**src/rtl/mpu_dispatcher_param_pkg.sv**
```systemverilog
// Shared types and defaults for the MPU operand dispatcher.
// Dispatcher FSM encodings, element type and default cluster geometry.
package mpu_dispatcher_param_pkg;

   localparam int DEF_DIM  = 3;
   localparam int DEF_KMAX = 8;

   typedef logic [31:0] float_sp;
   typedef logic [1:0]  disp_p_state_e;

   localparam logic [1:0] S_IDLE  = 2'd0;
   localparam logic [1:0] S_ISSUE = 2'd1;
   localparam logic [1:0] S_WAIT  = 2'd2;
   localparam logic [1:0] S_DONE  = 2'd3;

endpackage

```
**src/rtl/mpu_disp_lane_demux.sv**
```systemverilog
// Registers one element onto a single lane of a DIM-wide bus.
// Emits a one-hot strobe; every slice other than the selected lane is zero.
module mpu_disp_lane_demux
   import mpu_dispatcher_param_pkg::*;
#(
   parameter int DIM = DEF_DIM,
   parameter int DW  = 32,
   parameter int LB  = 2
) (
   input  logic              clk,
   input  logic              rst,
   input  logic              en_i,
   input  logic [LB-1:0]     lane_i,
   input  logic [DW-1:0]     elem_i,
   output logic [DIM-1:0]    req_o,
   output logic [DIM*DW-1:0] data_o
);

   logic [DIM-1:0]    req_q;
   logic [DIM-1:0]    req_d;
   logic [DIM*DW-1:0] data_q;
   logic [DIM*DW-1:0] data_d;

   always_comb begin
      req_d  = '0;
      data_d = '0;
      for (int l = 0; l < DIM; l++) begin
         if (en_i && lane_i == LB'(l)) begin
            req_d[l]           = 1'b1;
            data_d[l*DW +: DW] = elem_i;
         end
      end
   end

   always_ff @(posedge clk) begin
      if (rst) begin
         req_q  <= '0;
         data_q <= '0;
      end else begin
         req_q  <= req_d;
         data_q <= data_d;
      end
   end

   assign req_o  = req_q;
   assign data_o = data_q;

endmodule

```
**src/rtl/mpu_dispatcher_param.sv**
```systemverilog
// Operand dispatcher: streams A columns / B rows into a DIM x DIM FMA cluster.
// Define MPU_DISP_PERF_EN to add stall/wave performance counters.
module mpu_dispatcher_param
   import mpu_dispatcher_param_pkg::*;
#(
   parameter int  DIM  = DEF_DIM,
   parameter int  KMAX = DEF_KMAX,
   parameter int  DW   = 32,
   localparam int LB   = $clog2(DIM),
   localparam int KB   = $clog2(KMAX)
) (
   input  logic               clk,
   input  logic               rst,
   input  logic               start_i,
   input  logic               abort_i,
   input  logic [KB:0]        k_len_i,
   output logic               ack_o,
   output logic               done_o,
   input  logic [DIM*DIM-1:0] busy_i,
   output logic [LB-1:0]      a_row_o,
   output logic [KB-1:0]      a_col_o,
   output logic [KB-1:0]      b_row_o,
   output logic [LB-1:0]      b_col_o,
   input  logic [DW-1:0]      a_elem_i,
   input  logic [DW-1:0]      b_elem_i,
`ifdef MPU_DISP_PERF_EN
   output logic [31:0]        stall_cnt_o,
   output logic [31:0]        wave_cnt_o,
`endif
   output logic [DIM-1:0]     a_req_o,
   output logic [DIM*DW-1:0]  a_data_o,
   output logic [DIM-1:0]     b_req_o,
   output logic [DIM*DW-1:0]  b_data_o
);

   disp_p_state_e state_q;
   disp_p_state_e state_d;
   logic [LB-1:0] lane_q;
   logic [LB-1:0] lane_d;
   logic [KB-1:0] k_q;
   logic [KB-1:0] k_d;
   logic          done_q;
   logic          done_d;
   logic          cfree;
   logic          last_lane;
   logic          issue_en;
   logic [KB:0]   k_eff;

   always_comb begin
      cfree     = ~|busy_i;
      last_lane = (lane_q == LB'(DIM-1));
      k_eff     = (k_len_i > (KB+1)'(KMAX)) ? (KB+1)'(KMAX) : k_len_i;
      state_d   = state_q;
      lane_d    = lane_q;
      k_d       = k_q;
      case (state_q)
         S_IDLE: begin
            if (start_i && cfree && k_eff != '0) begin
               state_d = S_ISSUE;
               k_d     = KB'(k_eff - 1'b1);
               lane_d  = '0;
            end
         end
         S_ISSUE: begin
            if (!last_lane) begin
               lane_d = lane_q + 1'b1;
            end else if (k_q == '0) begin
               state_d = S_DONE;
            end else begin
               k_d     = k_q - 1'b1;
               lane_d  = '0;
               state_d = S_WAIT;
            end
         end
         S_WAIT: begin
            if (cfree) state_d = S_ISSUE;
         end
         default: state_d = S_IDLE;
      endcase
      // abort wins over every other transition outside IDLE
      if (abort_i && state_q != S_IDLE) begin
         state_d = S_IDLE;
         lane_d  = '0;
      end
      issue_en = (state_q == S_ISSUE) && !abort_i;
      done_d   = (state_q == S_DONE) && !abort_i;
   end

   always_ff @(posedge clk) begin
      if (rst) begin
         state_q <= S_IDLE;
         lane_q  <= '0;
         k_q     <= '0;
         done_q  <= 1'b0;
      end else begin
         state_q <= state_d;
         lane_q  <= lane_d;
         k_q     <= k_d;
         done_q  <= done_d;
      end
   end

   assign ack_o   = (state_q != S_IDLE);
   assign done_o  = done_q;
   assign a_row_o = (state_q == S_ISSUE) ? lane_q : '0;
   assign a_col_o = (state_q == S_ISSUE) ? k_q : '0;
   assign b_row_o = (state_q == S_ISSUE) ? k_q : '0;
   assign b_col_o = (state_q == S_ISSUE) ? lane_q : '0;

   mpu_disp_lane_demux #(.DIM(DIM), .DW(DW), .LB(LB)) u_a_demux (
      .clk    (clk),
      .rst    (rst),
      .en_i   (issue_en),
      .lane_i (lane_q),
      .elem_i (a_elem_i),
      .req_o  (a_req_o),
      .data_o (a_data_o)
   );

   mpu_disp_lane_demux #(.DIM(DIM), .DW(DW), .LB(LB)) u_b_demux (
      .clk    (clk),
      .rst    (rst),
      .en_i   (issue_en),
      .lane_i (lane_q),
      .elem_i (b_elem_i),
      .req_o  (b_req_o),
      .data_o (b_data_o)
   );

`ifdef MPU_DISP_PERF_EN
   logic [31:0] stall_q;
   logic [31:0] stall_d;
   logic [31:0] wave_q;
   logic [31:0] wave_d;

   always_comb begin
      stall_d = stall_q;
      wave_d  = wave_q;
      if (state_q == S_IDLE && state_d == S_ISSUE) begin
         stall_d = '0;
         wave_d  = '0;
      end else begin
         if (state_q == S_WAIT && !cfree && !(&stall_q)) stall_d = stall_q + 1'b1;
         if (issue_en && last_lane && !(&wave_q))        wave_d  = wave_q + 1'b1;
      end
   end

   always_ff @(posedge clk) begin
      if (rst) begin
         stall_q <= '0;
         wave_q  <= '0;
      end else begin
         stall_q <= stall_d;
         wave_q  <= wave_d;
      end
   end

   assign stall_cnt_o = stall_q;
   assign wave_cnt_o  = wave_q;
`endif

endmodule

```
**config.mk**
```make
export PLATFORM = sky130hd
export DESIGN_NAME = mpu_dispatcher_param
export DESIGN_NICKNAME = d
export VERILOG_FILES = /design/src/rtl/mpu_dispatcher_param_pkg.sv /design/src/rtl/mpu_disp_lane_demux.sv /design/src/rtl/mpu_dispatcher_param.sv
export SDC_FILE = /design/constraint.sdc
export NUM_CORES = 1
export LEC_CHECK = 0
export BUFFER_PORTS_ARGS = -buffer_cell sky130_fd_sc_hd__buf_2
export CELL_PAD_IN_SITES_DETAIL_PLACEMENT = 2
export CELL_PAD_IN_SITES_GLOBAL_PLACEMENT = 2
export CORE_ASPECT_RATIO = 0.5
export CORE_MARGIN = 2
export CORE_UTILIZATION = 29
export CTS_CLUSTER_DIAMETER = 40
export DETAILED_ROUTE_END_ITERATION = 12
export PLACE_DENSITY = 0.81
export SLEW_MARGIN = 20
export SYNTH_ARGS = -nofsm -noshare
export SYNTH_HDL_FRONTEND = slang
export SYNTH_SLANG_ARGS = --single-unit
```
**constraint.sdc**
```tcl
create_clock -name clk -period 5.1 [get_ports clk]
set_clock_uncertainty 0.1 [all_clocks]
set_input_delay 1.02 -clock clk [delete_from_list [all_inputs] [get_ports clk]]
set_output_delay 1.02 -clock clk [all_outputs]
set_load 0.05 [all_outputs]
```
==> reports/qor.json <==
{
  "setup.worst_path.start_class": "register",
  "number_of_flops_mapped_to_enable_cells_by_yosys": 0,
  "post-layout-total-power_mw": 3.312,
  "min_period_ns": 2.960,
  "grt_remaining_overflow": 0,
  "crit_start": "state_q[0]$_SDFFE_PP0P_",
  "pin_count_of_the_biggest_net_entering_global_routing": 67,
  "post-cts-setup-buffer-count": 0,
  "commonest_non_fill_non_tap_cell_in_the_layout": "sky130_fd_sc_hd__buf_2",
  "die-width_um": 206.4,
  "unrepaired_setup_endpoints_after_global_routing": "no",
  "tritoncts": "yes",
  "synth_net_count": 571,
  "initialDrtViolationCount": 111,
  "holdWs_ns": 0.5123,
  "cts_hold_repair.buffers": 0,
  "cts_resized": 0,
  "initial_core_util_pct": 30.04,
  "setup_viol": 0,
  "firstDrtPassIters": 4,
  "final_min_period_over_clock_period_pct": 58.04,
  "hold_viol": 0,
  "die_height_um": 105.2,
  "internal_power_mw": 2.565,
  "drt-met1-wl_um": 7520,
  "hpwl_um": 14090,
  "min-delay-path-class": "register to register",
  "syn_area_mm2": 0.005941,
  "synthToLayoutAreaGrowth_pct": 39.64,
  "num_vias": 4539,
  "io_pins": 291,
  "path_class": "register to output pin",
  "post_route_cells_drive_above_1_share_pct": 43.64,
  "power_leakage_nw": 4.425,
  "wl_met3_um": 770,
  "area_of_the_die_mm2": 0.02172,
  "cp.arrival_ns": 1.84,
  "finalWorstSetupSlack_ns": 2.140,
  "synthesis.area_per_instance_um2": 12.15,
  "synthCells": 489,
  "via_count_of_the_first_global_routing_pass": 4963,
  "synth.yosys.seq_area_share_pct": 68.41,
  "final_max_slew_viol_count": 0,
  "status": "completed",
  "final_cell_area_mm2": 0.008295,
  "start_point_of_the_worst_hold_path": "k_q[2]$_SDFFE_PP0P_",
  "clk_root_buffer_cell": "sky130_fd_sc_hd__clkbuf_16",
  "wirelength_um": 20020,
  "max_freq_mhz": 337.8,
  "detail_route.wl_per_cell_um": 19.00,
  "tritoncts_num_sinks": 203,
  "crit_path_end_kind": "output pin",
  "postLayoutCoreUtil_pct": 41.95,
  "dpl-instance-area_mm2": 0.007553,
  "postSynthRegisterBits": 203,
  "layout.cells.non_filler": 1054,
  "max-clock-path-buffers": 3,
  "gp_congestion": 0.7721,
  "switching_power_mw": 0.7465,
  "vias_per_cell": 4.306,
  "comb_power_share_pct": 3.8,
  "std_cell_rows": 36,
  "worstPathRequired_ns": 3.98,
  "port_buffers": 290,
  "worst_r2r_startpoint": "state_q[0]$_SDFFE_PP0P_",
  "maxCapViolations": 0,
  "timing.setup.tns_ns": 0,
  "max_slew.worst_pin.slew_ns": 0.6724,
  "ys.warnings.count": 0,
  "power.density_mw_per_mm2": 399.2,
  "detail_route.drc_violations": 0,
  "vdd_ir_drop_max_mv": 0.1773,
  "wire_length_of_the_first_global_routing_pass_um": 29650,
  "postSynth.topFlopCell": "sky130_fd_sc_hd__dfxtp_1",
  "max_slew_margin_pct": 55.17,
  "commonest_cells_after_routing_fill_and_taps_aside": "sky130_fd_sc_hd__buf_2 (290), sky130_fd_sc_hd__dfxtp_1 (203), sky130_fd_sc_hd__and2_1 (132)",
  "clk_latency_ns": 0.51,
  "final_nets": 852,
  "route.met2.wl_um": 11040,
  "final_ant_viol_nets": 0,
  "ys_async_sr_fraction_pct": 0,
  "placement.setup.worst_slack_ns": 1.685,
  "inst_count_dp": 1012,
  "power_frac_seq_pct": 48.2,
  "clk_pin_slew_worst_paths_ns": 0.06,
  "crit_fanout": 8,
  "cts_htree_levels": 1,
  "p_sw_share_pct": 22.54,
  "antenna_found_initial": 3,
  "gr-usage-all-layers_pct": 17.92,
  "cts-buffers-inserted": 22,
  "share_clk_of_total_power_pct": 48.0,
  "routed.top_layer": "met5",
  "fp.coreArea_mm2": 0.01977,
  "netlist-cell-type-count": 40
}
## final timing paths
check                                    end  slack (ns)  cells past startpoint
max                               a_col_o[0]        2.14                      3
min                      k_q[2]$_SDFFE_PP0P_        0.51                      2
max reg2reg  u_b_demux.data_o[10]$_SDFF_PP0_        3.06                      5
min reg2reg              k_q[2]$_SDFFE_PP0P_        0.51                      2
## power groups by stage
stage | logic [mW] | registers [mW] | clock network (mW)
CTS | 0.128 | 1.60 | 1.63
detailed placement | 0.126 | 1.63 | 0
global route | 0.137 | 1.60 | 1.70
floorplan | 0.0371 | 1.66 | 0
global placement | 0.121 | 1.63 | 0
finish | 0.126 | 1.60 | 1.59
## kinds of logic after synthesis
group | synth area share (%)
buffers and inverters | 4.170
muxes | 0.4422
xor gates and xnor gates | 0.1475
AOI/OAI and AO/OA | 2.275
and+or+nand+nor | 24.35
adders and majority gates | 0.2106
DFF | 68.41
## per-layer routing
metal / track usage, % / vias up
met5: 0 / -
met4: 6.122 / 2
met3: 3.930 / 51
met2: 35.00 / 112
met1: 18.71 / 2243
li1: - / 2131
## synth_stat cells (2+ instances only)
master                     number  area share, %
sky130_fd_sc_hd__a21oi_1        4           0.34
sky130_fd_sc_hd__a31oi_1        2           0.21
sky130_fd_sc_hd__and2_1       132             14
sky130_fd_sc_hd__and3_1        66            7.0
sky130_fd_sc_hd__buf_2          5           0.42
sky130_fd_sc_hd__buf_4          9            1.1
sky130_fd_sc_hd__buf_6          6            1.1
sky130_fd_sc_hd__clkbuf_1       7           0.44
sky130_fd_sc_hd__clkbuf_2      10           0.84
sky130_fd_sc_hd__dfxtp_1      203             68
sky130_fd_sc_hd__inv_1          3           0.19
sky130_fd_sc_hd__nand2b_1       2           0.21
sky130_fd_sc_hd__nand2b_4       2           0.46
sky130_fd_sc_hd__nor2_1         9           0.57
sky130_fd_sc_hd__nor2b_1        2           0.21
sky130_fd_sc_hd__nor3_1         2           0.17
sky130_fd_sc_hd__or2_1          2           0.21
## layout make-up
cell class                 count  area (um^2)
sequential                   203         4064
timing repair buffer         294         1494
inverter                       3        11.26
fill                        2087        11480
multi-input combinational    246         1655
antenna                        2        5.005
tap                          266        332.8
clock inverter                11        105.1
clock buffer                  29        628.1
## critical path, cell delays in order (launching register included)
cell and delay [ns]:
sky130_fd_sc_hd__dfxtp_1 0.52, sky130_fd_sc_hd__and2b_1 0.27, sky130_fd_sc_hd__and2_1 0.25, sky130_fd_sc_hd__buf_2 0.30
## flip-flops by register name (all words and copies together), names as in the netlist
signal / flops
u_b_demux.req_o: 3
u_a_demux.data_o: 96
done_o: 1
lane_q: 2
k_q: 3
state_q: 2
u_b_demux.data_o: 96
(Power assumes the default switching activity.)
